## config.mk

```make
export PLATFORM = sky130hd
export DESIGN_NAME = axi_lite_slave_flat
export DESIGN_NICKNAME = d
export VERILOG_FILES = /design/src/rtl/axi_lite_slave_pkg.sv /design/src/rtl/axi_lite_slave_if.sv /design/src/rtl/axi_lite_regfile.sv /design/src/rtl/axi_lite_slave.sv /design/src/flat_wrapper.sv
export SDC_FILE = /design/constraint.sdc
export NUM_CORES = 1
export LEC_CHECK = 0
export BUFFER_PORTS_ARGS = -buffer_cell sky130_fd_sc_hd__buf_2
export CAP_MARGIN = 40
export CELL_PAD_IN_SITES_DETAIL_PLACEMENT = 2
export CELL_PAD_IN_SITES_GLOBAL_PLACEMENT = 2
export CORE_UTILIZATION = 32
export CTS_CLUSTER_SIZE = 16
export DETAILED_ROUTE_END_ITERATION = 10
export GPL_ROUTABILITY_DRIVEN = 0
export PLACE_DENSITY = 0.64
export RECOVER_POWER = 25
export SYNTH_ARGS = -nofsm -noshare
export SYNTH_HDL_FRONTEND = slang
export SYNTH_SLANG_ARGS = --single-unit
```

## constraint.sdc

```tcl
create_clock -name clk -period 4 [get_ports clk]
set_clock_uncertainty 0.2 [all_clocks]
set_input_delay 0.8 -clock clk [delete_from_list [all_inputs] [get_ports clk]]
set_output_delay 0.8 -clock clk [all_outputs]
set_load 0.02 [all_outputs]
```

## src/rtl/axi_lite_slave_pkg.sv

```systemverilog
// Purpose: shared widths, bus payload types, response codes and the address
//          range helper for the AXI-Lite register slave.
// Contents: ADDR_W/DATA_W/RESP_W widths, DEF_NUM_REGS default bank depth,
//           addr_t/data_t/resp_t, RESP_OKAY/RESP_SLVERR, addr_in_range().
package axi_lite_slave_pkg;

  localparam int unsigned ADDR_W       = 4;
  localparam int unsigned DATA_W       = 8;
  localparam int unsigned RESP_W       = 4;
  localparam int unsigned DEF_NUM_REGS = 12;

  typedef logic [ADDR_W-1:0] addr_t;
  typedef logic [DATA_W-1:0] data_t;
  typedef logic [RESP_W-1:0] resp_t;

  localparam resp_t RESP_OKAY   = 4'b0000;
  localparam resp_t RESP_SLVERR = 4'b0010;

  // True when the address maps onto an implemented register.
  function automatic logic addr_in_range(input addr_t addr, input int unsigned num_regs);
    return 32'(addr) < num_regs;
  endfunction

endpackage

```

## src/rtl/axi_lite_slave_if.sv

```systemverilog
// Purpose: AXI-Lite five-channel bundle between a master and the register slave.
// Signals: AR (read_address, AR_VALID, AR_READY), R (data_read, R_VALID, R_READY),
//          AW (write_address, AW_VALID, AW_READY), W (data_write, W_VALID, W_READY),
//          B (B_VALID, BRESPONSE, B_READY).
interface axi_lite_slave_if;
  import axi_lite_slave_pkg::*;

  addr_t read_address;
  logic  AR_VALID;
  logic  AR_READY;
  data_t data_read;
  logic  R_VALID;
  logic  R_READY;
  addr_t write_address;
  logic  AW_VALID;
  logic  AW_READY;
  data_t data_write;
  logic  W_VALID;
  logic  W_READY;
  logic  B_VALID;
  resp_t BRESPONSE;
  logic  B_READY;

  modport master (
    output read_address, AR_VALID, R_READY,
    output write_address, AW_VALID, data_write, W_VALID, B_READY,
    input  AR_READY, data_read, R_VALID, AW_READY, W_READY, B_VALID, BRESPONSE
  );

  modport slave (
    input  read_address, AR_VALID, R_READY,
    input  write_address, AW_VALID, data_write, W_VALID, B_READY,
    output AR_READY, data_read, R_VALID, AW_READY, W_READY, B_VALID, BRESPONSE
  );

endinterface

```

## src/rtl/axi_lite_regfile.sv

```systemverilog
// Purpose: NUM_REGS x DATA_W register bank, one synchronous write port and one
//          asynchronous read port, cleared by asynchronous reset.
// Ports: clk, rst (async, active-high), i_we/i_waddr/i_wdata (write port),
//        i_raddr/o_rdata_c (combinational read port; caller qualifies range).
module axi_lite_regfile
  import axi_lite_slave_pkg::*;
#(
  parameter int unsigned NUM_REGS = DEF_NUM_REGS
) (
  input  logic  clk,
  input  logic  rst,
  input  logic  i_we,
  input  addr_t i_waddr,
  input  data_t i_wdata,
  input  addr_t i_raddr,
  output data_t o_rdata_c
);

  data_t r_mem [NUM_REGS];

  // Storage: cleared on reset, written only when the caller asserts i_we.
  always_ff @(posedge clk or posedge rst) begin
    if (rst) begin
      for (int i = 0; i < int'(NUM_REGS); i++) r_mem[i] <= '0;
    end else if (i_we) begin
      r_mem[i_waddr] <= i_wdata;
    end
  end

  assign o_rdata_c = r_mem[i_raddr];

endmodule

```

## src/rtl/axi_lite_slave.sv

```systemverilog
// Purpose: AXI-Lite responder backed by a NUM_REGS-deep register bank.
//          Read and write paths are independent; AW and W are buffered
//          separately and joined into a single commit. Out-of-range accesses
//          read as 0 / respond SLVERR and never touch storage.
// Ports: clk, rst (async, active-high), bus (axi_lite_slave_if.slave).
module axi_lite_slave
  import axi_lite_slave_pkg::*;
#(
  parameter int unsigned NUM_REGS = DEF_NUM_REGS
) (
  input  logic              clk,
  input  logic              rst,
  axi_lite_slave_if.slave   bus
);

  logic  r_r_valid;
  data_t r_data_read;
  logic  r_aw_full;
  addr_t r_aw_addr;
  logic  r_w_full;
  data_t r_w_data;
  logic  r_b_valid;
  resp_t r_bresp;

  logic  w_ar_hs;
  logic  w_aw_hs;
  logic  w_w_hs;
  logic  w_commit;
  logic  w_aw_in_range;
  logic  w_ar_in_range;
  data_t w_rdata;

  // READY terms come from flops only, so no VALID-to-READY combinational path.
  assign w_ar_hs  = bus.AR_VALID && !r_r_valid;
  assign w_aw_hs  = bus.AW_VALID && !r_aw_full;
  assign w_w_hs   = bus.W_VALID  && !r_w_full;
  // Commit waits for the previous response to retire so B is never overwritten.
  assign w_commit = r_aw_full && r_w_full && !r_b_valid;

  assign w_aw_in_range = addr_in_range(r_aw_addr, NUM_REGS);
  assign w_ar_in_range = addr_in_range(bus.read_address, NUM_REGS);

  axi_lite_regfile #(.NUM_REGS(NUM_REGS)) u_regfile (
    .clk       (clk),
    .rst       (rst),
    .i_we      (w_commit && w_aw_in_range),
    .i_waddr   (r_aw_addr),
    .i_wdata   (r_w_data),
    .i_raddr   (bus.read_address),
    .o_rdata_c (w_rdata)
  );

  // Read channel: capture on AR handshake, hold until R retires.
  // A same-edge commit is not yet visible on the async port, so reads see old data.
  always_ff @(posedge clk or posedge rst) begin
    if (rst) begin
      r_r_valid   <= 1'b0;
      r_data_read <= '0;
    end else if (w_ar_hs) begin
      r_r_valid   <= 1'b1;
      r_data_read <= w_ar_in_range ? w_rdata : '0;
    end else if (r_r_valid && bus.R_READY) begin
      r_r_valid   <= 1'b0;
      r_data_read <= '0;
    end
  end

  // Write address / data buffers: each fills on its handshake, both drain on commit.
  always_ff @(posedge clk or posedge rst) begin
    if (rst) begin
      r_aw_full <= 1'b0;
      r_aw_addr <= '0;
      r_w_full  <= 1'b0;
      r_w_data  <= '0;
    end else begin
      if (w_aw_hs) begin
        r_aw_full <= 1'b1;
        r_aw_addr <= bus.write_address;
      end else if (w_commit) begin
        r_aw_full <= 1'b0;
      end
      if (w_w_hs) begin
        r_w_full <= 1'b1;
        r_w_data <= bus.data_write;
      end else if (w_commit) begin
        r_w_full <= 1'b0;
      end
    end
  end

  // Write response: raised by commit, held until B handshake.
  always_ff @(posedge clk or posedge rst) begin
    if (rst) begin
      r_b_valid <= 1'b0;
      r_bresp   <= RESP_OKAY;
    end else if (w_commit) begin
      r_b_valid <= 1'b1;
      r_bresp   <= w_aw_in_range ? RESP_OKAY : RESP_SLVERR;
    end else if (r_b_valid && bus.B_READY) begin
      r_b_valid <= 1'b0;
      r_bresp   <= RESP_OKAY;
    end
  end

  assign bus.AR_READY  = !r_r_valid;
  assign bus.R_VALID   = r_r_valid;
  assign bus.data_read = r_data_read;
  assign bus.AW_READY  = !r_aw_full;
  assign bus.W_READY   = !r_w_full;
  assign bus.B_VALID   = r_b_valid;
  assign bus.BRESPONSE = r_bresp;

endmodule

```

## src/flat_wrapper.sv

```systemverilog
// flat-port wrapper written by rule: the top's interface ports become plain ports
module axi_lite_slave_flat import axi_lite_slave_pkg::*;
#(
  parameter int unsigned NUM_REGS = DEF_NUM_REGS
)
  (clk, rst, bus_read_address, bus_AR_VALID, bus_R_READY, bus_write_address, bus_AW_VALID, bus_data_write, bus_W_VALID, bus_B_READY, bus_AR_READY, bus_data_read, bus_R_VALID, bus_AW_READY, bus_W_READY, bus_B_VALID, bus_BRESPONSE);
  axi_lite_slave_if bus_i ();
  input  logic clk;
  input  logic rst;
  input wire logic [$bits(bus_i.read_address)-1:0] bus_read_address;
  input wire logic [$bits(bus_i.AR_VALID)-1:0] bus_AR_VALID;
  input wire logic [$bits(bus_i.R_READY)-1:0] bus_R_READY;
  input wire logic [$bits(bus_i.write_address)-1:0] bus_write_address;
  input wire logic [$bits(bus_i.AW_VALID)-1:0] bus_AW_VALID;
  input wire logic [$bits(bus_i.data_write)-1:0] bus_data_write;
  input wire logic [$bits(bus_i.W_VALID)-1:0] bus_W_VALID;
  input wire logic [$bits(bus_i.B_READY)-1:0] bus_B_READY;
  output wire logic [$bits(bus_i.AR_READY)-1:0] bus_AR_READY;
  output wire logic [$bits(bus_i.data_read)-1:0] bus_data_read;
  output wire logic [$bits(bus_i.R_VALID)-1:0] bus_R_VALID;
  output wire logic [$bits(bus_i.AW_READY)-1:0] bus_AW_READY;
  output wire logic [$bits(bus_i.W_READY)-1:0] bus_W_READY;
  output wire logic [$bits(bus_i.B_VALID)-1:0] bus_B_VALID;
  output wire logic [$bits(bus_i.BRESPONSE)-1:0] bus_BRESPONSE;
  assign bus_i.read_address = bus_read_address;
  assign bus_i.AR_VALID = bus_AR_VALID;
  assign bus_i.R_READY = bus_R_READY;
  assign bus_i.write_address = bus_write_address;
  assign bus_i.AW_VALID = bus_AW_VALID;
  assign bus_i.data_write = bus_data_write;
  assign bus_i.W_VALID = bus_W_VALID;
  assign bus_i.B_READY = bus_B_READY;
  assign bus_AR_READY = bus_i.AR_READY;
  assign bus_data_read = bus_i.data_read;
  assign bus_R_VALID = bus_i.R_VALID;
  assign bus_AW_READY = bus_i.AW_READY;
  assign bus_W_READY = bus_i.W_READY;
  assign bus_B_VALID = bus_i.B_VALID;
  assign bus_BRESPONSE = bus_i.BRESPONSE;
  axi_lite_slave #(.NUM_REGS(NUM_REGS)) u_core (.clk(clk), .rst(rst), .bus(bus_i));
endmodule
```

* After elaboration in Yosys (flattened, before gate mapping)
Index checks and enable logic that the tools add are counted.
** Storage, ports and cells
- Bits in writable memories :: 0
- Memory bits (read-only) :: 0
- Memories kept :: 0
- Output and inout bits :: 17
- Input port bits :: 23
- Latch bits :: 0
- Bits in registers :: 124
** Operators by class
- $mul :: 0
- $lt $le $gt $ge :: 5
- Shift-type cells :: 0
- Multiplexer cells :: 19
- Reductions and logical operators :: 17
- Add/sub/neg operators :: 0
- Eq/ne operators :: 0
- Divide/modulo/power cells :: 0
- Bitwise operators :: 2
** Operators by type and width (count)
- $bwmux W96 :: 1
- $mux W8 :: 6
- $bmux W8 S4 :: 1
- $demux W8 S4 :: 1
- $ge A5 B5 Y1 const B :: 2
- $not A4 Y5 :: 2
- $logic_and A1 B1 Y1 :: 9
- $lt A4 B4 Y1 const B :: 2
- $mux W4 :: 2
- $reduce_bool A2 Y1 :: 4
- $mux W1 :: 7
- $lt A5 B1 Y1 const B :: 1
- $logic_not A1 Y1 :: 4
- $mux W2 :: 1

* Longest topological paths before layout
- Depth after elaboration :: 6
- Depth in mapped cells :: 5
- Gate-level depth less buffers :: 3

* By module
From an unflattened synthesis, not the netlist that was laid out.
** Unflattened totals
- Cells, all modules :: 374
- Area total of the unflattened synthesis :: 5610.4 µm²
** Modules (own cells, without submodules)
- axi_lite_regfile :: cells an instance 303, seq. area each 2402.3 µm², times used 1, area each 4575.6 µm²
- axi_lite_slave :: cells an instance 71, seq. area each 625.6 µm², times used 1, area each 1034.7 µm²

* Least setup slack after synthesis
OpenSTA, ideal clock, no wires.
- Path kind :: input port to flip-flop
- Start point :: input bus_read_address[0]
- End point :: register u_core.r_data_read[0] (netlist: u_core.bus.data_read[0])
- Arrival time :: 2.033 ns
- Stages :: 5
- Setup slack :: 1.643 ns
- Data required time :: 3.676 ns
- Library setup time :: 0.124 ns
- Path buffers :: 2
- Cells stage by stage :: buf_2 > buf_2 > mux4_2 > a22oi_1 > nand2_1
** On the way
- Cells in the longest elaborated chain, start to end :: 6
- Elaborated cells on any way between the ends :: 7
** RTL lines
- start: declaration :: line flat_wrapper.sv:10 : input wire logic [$bits(bus_i.read_address)-1:0] bus_read_address;
- $not A4 Y5 (not written as such) :: line axi_lite_regfile.sv:30 : assign o_rdata_c = r_mem[i_raddr];
- $bmux W8 S4 :: line axi_lite_regfile.sv:30
- $mux W8 (not written as such) (2 in series) :: line axi_lite_regfile.sv:30
- $mux W8 (*) :: line axi_lite_slave.sv:61 : r_data_read <= w_ar_in_range ? w_rdata : '0;
- $mux W8 (*) :: line axi_lite_slave.sv:59 : end else if (w_ar_hs) begin
- end signal: assignment :: line axi_lite_slave.sv:61
- end: declaration :: line axi_lite_slave.sv:17 : data_t r_data_read;
Every way passes the cells marked *; elsewhere a longest branch is shown, timed or not. The select of a mux whose other input is x is not followed.
A chain may end at the register's enable or synchronous reset.

==> flow_summary.html <==
<table>
<tr><th>Metric</th><th>Value</th></tr>
<tr><th colspan="2">Clocking</th></tr>
<tr><td>Clock tree from TritonCTS</td><td>built</td></tr>
<tr><td>Clock transition at the register clock pins on the worst setup and hold paths after CTS</td><td>~50 ps</td></tr>
<tr><td>CTS Root Cell</td><td>sky130_fd_sc_hd__clkbuf_16</td></tr>
<tr><td>Skew-Pair Late Insertion Delay</td><td>420 ps</td></tr>
<tr><td>Clk sinks</td><td>121</td></tr>
<tr><td>Count of instances resized after the clock tree is built</td><td>0</td></tr>
<tr><td>Clock Path Buffers</td><td>2</td></tr>
<tr><td>Cts-stage hold buffer count</td><td>0</td></tr>
<tr><td>Depth of the CTS H-tree</td><td>4</td></tr>
<tr><td>Clock buffers created by TritonCTS</td><td>17</td></tr>
<tr><td>Buffers inserted by post-CTS timing repair</td><td>0</td></tr>
<tr><th colspan="2">Global routing</th></tr>
<tr><td>Initial antenna violation count</td><td>0</td></tr>
<tr><td>Total congestion overflow after global routing</td><td>0</td></tr>
<tr><td>First-pass GRT wire length</td><td>about 22 mm</td></tr>
<tr><td>Overall track demand over capacity in global routing</td><td>16.9%</td></tr>
<tr><td>Pin count of the biggest net entering global routing</td><td>44</td></tr>
<tr><td>Via count of the first global-routing pass</td><td>about 3600</td></tr>
<tr><th colspan="2">Yosys</th></tr>
<tr><td>Post-synth top area cell</td><td>sky130_fd_sc_hd__dfrtp_1</td></tr>
<tr><td>Post-synthesis register bit count</td><td>121</td></tr>
<tr><td>Post-synthesis adder-cell area fraction</td><td>0%</td></tr>
<tr><td>Post-synthesis share of cell area spent on and, or, nand and nor gates</td><td>6.40%</td></tr>
<tr><td>Fraction of synthesized cell area in xor and xnor cells</td><td>0%</td></tr>
<tr><td>Post-Synthesis Cells</td><td>344</td></tr>
<tr><td>Share of the synthesized area in the top cell type</td><td>55.2%</td></tr>
<tr><td>Dominant combinational cell family by area after synthesis</td><td>multiplexers</td></tr>
<tr><td>Most frequently used flop master after synthesis</td><td>sky130_fd_sc_hd__dfrtp_1</td></tr>
<tr><td>Multiplexer area fraction after synthesis</td><td>32.7%</td></tr>
<tr><td>Number of flops mapped to enable cells by yosys</td><td>0</td></tr>
<tr><td>Mean post-synth cell area</td><td>about 16 sq um</td></tr>
<tr><td>Sequential area share after synthesis</td><td>55.2%</td></tr>
<tr><td>Biggest area contributors in the synthesized netlist</td><td>sky130_fd_sc_hd__dfrtp_1 (55%), sky130_fd_sc_hd__mux2_2 (20%), sky130_fd_sc_hd__mux4_2 (9.8%)</td></tr>
<tr><td>Total standard cell area after synthesis</td><td>approximately 5500 sq um</td></tr>
<tr><td>Warnings from Yosys</td><td>0</td></tr>
<tr><td>Compound-Gate Fraction of Synth Area</td><td>3.03%</td></tr>
<tr><td>Ys async rst share</td><td>between 90% and 100%</td></tr>
<tr><td>Netlist cell types</td><td>35</td></tr>
<tr><th colspan="2">STA</th></tr>
<tr><td>Post-route worst hold slack</td><td>around 290 ps</td></tr>
<tr><td>Worst Max-Slew Pin Slew</td><td>~1400 ps</td></tr>
<tr><td>Fmax</td><td>0.403 GHz</td></tr>
<tr><td>Setup TNS</td><td>0 ps</td></tr>
<tr><td>Final critical delay including setup and external delays</td><td>2480 ps</td></tr>
<tr><td>Unrepaired setup endpoints after global routing</td><td>no</td></tr>
<tr><td>Count of endpoints failing hold in the final timing report</td><td>0</td></tr>
<tr><td>Final setup slack of the worst path</td><td>1520 ps</td></tr>
<tr><td>Relative slew margins</td><td>7.66%</td></tr>
<tr><td>Setup-violating endpoint count in the final report</td><td>0</td></tr>
<tr><td>Ratio of final minimum period to clock period</td><td>approximately three fifths</td></tr>
<tr><td>Number of max-slew violations in the final report</td><td>0</td></tr>
<tr><th colspan="2">Floorplan</th></tr>
<tr><td>Area inside the core boundary</td><td>16600 sq um</td></tr>
<tr><td>Die Area</td><td>17700 sq um</td></tr>
<tr><td>Number of primary I/O pins</td><td>40</td></tr>
<tr><td>Die Wd</td><td>between 100 and 150 microns</td></tr>
<tr><td>Starting utilization of the core area</td><td>33.0%</td></tr>
<tr><td>Y dimension of the die</td><td>133 microns</td></tr>
<tr><td>Site row count</td><td>47</td></tr>
<tr><th colspan="2">Worst setup path</th></tr>
<tr><td>Arrival time of the worst setup path</td><td>between 2000 and 3000 ps</td></tr>
<tr><td>Data required, critical path</td><td>a little over 4000 ps</td></tr>
<tr><td>Type of the worst setup path</td><td>input pin to async pin</td></tr>
<tr><td>Startpoint Class</td><td>input pin</td></tr>
<tr><td>Largest driver fanout on the critical path</td><td>24</td></tr>
<tr><td>Critical path endpoint category</td><td>async pin</td></tr>
<tr><td>R2r worst-path depth</td><td>3</td></tr>
<tr><td>Worst reg2reg setup slack</td><td>1650 ps</td></tr>
<tr><td>Worst r2r dst</td><td>u_core.u_regfile.r_mem[63]</td></tr>
<tr><td>RR Startpoint</td><td>u_core.r_aw_full</td></tr>
<tr><th colspan="2">Power</th></tr>
<tr><td>PD cells</td><td>748 nW/um^2</td></tr>
<tr><td>Combinational share of power</td><td>24.6%</td></tr>
<tr><td>Final Power</td><td>a little under 5000 uW</td></tr>
<tr><td>Switch Pwr</td><td>1480 uW</td></tr>
<tr><td>Cell Int Power</td><td>3340 uW</td></tr>
<tr><td>VDD IR-drop max</td><td>0.000334 V</td></tr>
<tr><td>Leak pwr</td><td>0.00292 uW</td></tr>
<tr><td>Switching power share of the total</td><td>30.8%</td></tr>
<tr><td>Fraction of power consumed by sequential logic</td><td>47.1%</td></tr>
<tr><td>Clock share of power</td><td>28.3%</td></tr>
<tr><th colspan="2">Route</th></tr>
<tr><td>Vias</td><td>approximately 3100</td></tr>
<tr><td>Drc violations</td><td>0</td></tr>
<tr><td>Drt initial violations</td><td>99</td></tr>
<tr><td>Routed vias/inst</td><td>5.10</td></tr>
<tr><td>Drt total wl</td><td>13.3 mm</td></tr>
<tr><td>Number of nets with antenna violations after detailed routing</td><td>0</td></tr>
<tr><td>Total iterations of the first detailed-routing run</td><td>4</td></tr>
<tr><td>Average wire per standard cell</td><td>21.6 microns</td></tr>
<tr><th colspan="2">Worst hold path</th></tr>
<tr><td>Worst hold start</td><td>u_core.u_regfile.r_mem[87]</td></tr>
<tr><td>Terminating pin of the worst hold path</td><td>u_core.u_regfile.r_mem[87]</td></tr>
<tr><td>Worst min-delay path class</td><td>flip-flop to flip-flop</td></tr>
<tr><td>Number of cells on the worst hold path</td><td>1</td></tr>
<tr><th colspan="2">Place</th></tr>
<tr><td>Area after DPL</td><td>about 6000 sq um</td></tr>
<tr><td>Post-Place Worst Slack</td><td>around 1300 ps</td></tr>
<tr><td>Post-detailed-placement half-perimeter wirelength</td><td>8.86 mm</td></tr>
<tr><td>I/O Buffers</td><td>36</td></tr>
<tr><th colspan="2">Finish</th></tr>
<tr><td>Filler Cells Inserted</td><td>1640</td></tr>
<tr><td>Net count of the finished layout</td><td>410</td></tr>
<tr><td>Layout overhead on the synthesized area</td><td>17.5%</td></tr>
<tr><td>Non-Filler Cell Area, Final</td><td>6450 sq um</td></tr>
<tr><td>Top library cells by usage in the layout, fill and taps aside</td><td>sky130_fd_sc_hd__dfrtp_1 (121), sky130_fd_sc_hd__mux2_2 (96), sky130_fd_sc_hd__buf_2 (36)</td></tr>
<tr><td>Antenna cells</td><td>0</td></tr>
<tr><td>Commonest non-fill, non-tap cell in the layout</td><td>sky130_fd_sc_hd__dfrtp_1</td></tr>
<tr><td>Share of layout cells above drive strength 1</td><td>53.9%</td></tr>
<tr><th colspan="2">Run status</th></tr>
<tr><td>Run status</td><td>complete, no violations</td></tr>
<tr><th colspan="2">Flow run</th></tr>
<tr><td>Number of maximum-capacitance constraint violations</td><td>0</td></tr>
</table>
==> cell usage after synthesis, drive strengths merged (2+ instances only) <==
cell	n
a22oi	16
buf	12
clkbuf	13
dfrtp	121
inv	5
mux2	108
mux4	24
nand2	8
nand2b	2
nand3	6
nand3b	2
nor2	2
nor2b	4
nor3	2
nor4	3
nor4bb	2
o21a	2
o21ai	2
==> kinds of logic (layout without fill, tap and decap cells) <==
family / after synthesis / count (layout)
muxes: 133 / 133
DFF: 121 / 121
and+or+nand+nor: 36 / 36
buffers and inverters: 30 / 81
AOI/OAI and AO/OA: 23 / 23
other: 1 / 3
==> power by group through the flow <==
stage	Clock, uW	Combinational [uW]	Sequential, uW
floorplan	0	1110	2020
global route	1460	1290	2370
CTS	1400	1220	2290
global placement	0	1150	2260
finish	1370	1190	2270
detailed placement	0	1210	2300
==> worst max path at each step <==
stage,from,end,cells after the start
floorplan,rst,u_core.bus.BRESPONSE[1],1
global placement,bus_read_address[0],u_core.bus.data_read[4],5
detailed placement,bus_read_address[0],u_core.bus.data_read[4],5
CTS,u_core.r_aw_addr[1],u_core.u_regfile.r_mem[63],2
global route,rst,u_core.u_regfile.r_mem[50],3
finish,rst,u_core.bus.data_read[6],3
==> sequential cells by signal, summed over array words and instances (netlist names) <==
register / cells
u_core.bus.BRESPONSE: 1
u_core.bus.B_VALID: 1
u_core.r_aw_addr: 4
u_core.r_aw_full: 1
u_core.r_w_data: 8
u_core.u_regfile.r_mem: 96
u_core.r_w_full: 1
u_core.bus.data_read: 8
u_core.bus.R_VALID: 1
==> routing by layer <==
layer	up-vias	global-route usage (%)	wire length, microns
met4	0	6.00	178
met3	19	4.37	440
met5	-	0	0
li1	1365	-	-
met2	62	27.0	6660
met1	1698	22.2	6030
==> final cells by class <==
type                    instances  area, sq um  share of cell area, %
clock buffers                  26          509                   7.90
well taps                     220          275                   4.27
flip-flops and latches        121         3030                   47.0
clock inverters                 3         15.0                  0.233
inverters                       5         20.0                  0.310
repair buffers                 47          288                   4.46
multi-input cells             195         2310                   35.9
==> per-stage QoR <==
stage,cells,util [%]
6_report,617,38.7
3_5_place_dp,588,35.8
4_1_cts,617,38.9
3_3_place_gp,583,35.5
5_1_grt,617,38.7
2_1_floorplan,346,-
==> critical path, stage by stage <==
cell,delay [ps]
sky130_fd_sc_hd__buf_2,100
sky130_fd_sc_hd__clkinvlp_2,570
sky130_fd_sc_hd__clkbuf_1,1070
(Power assumes the default switching activity.)
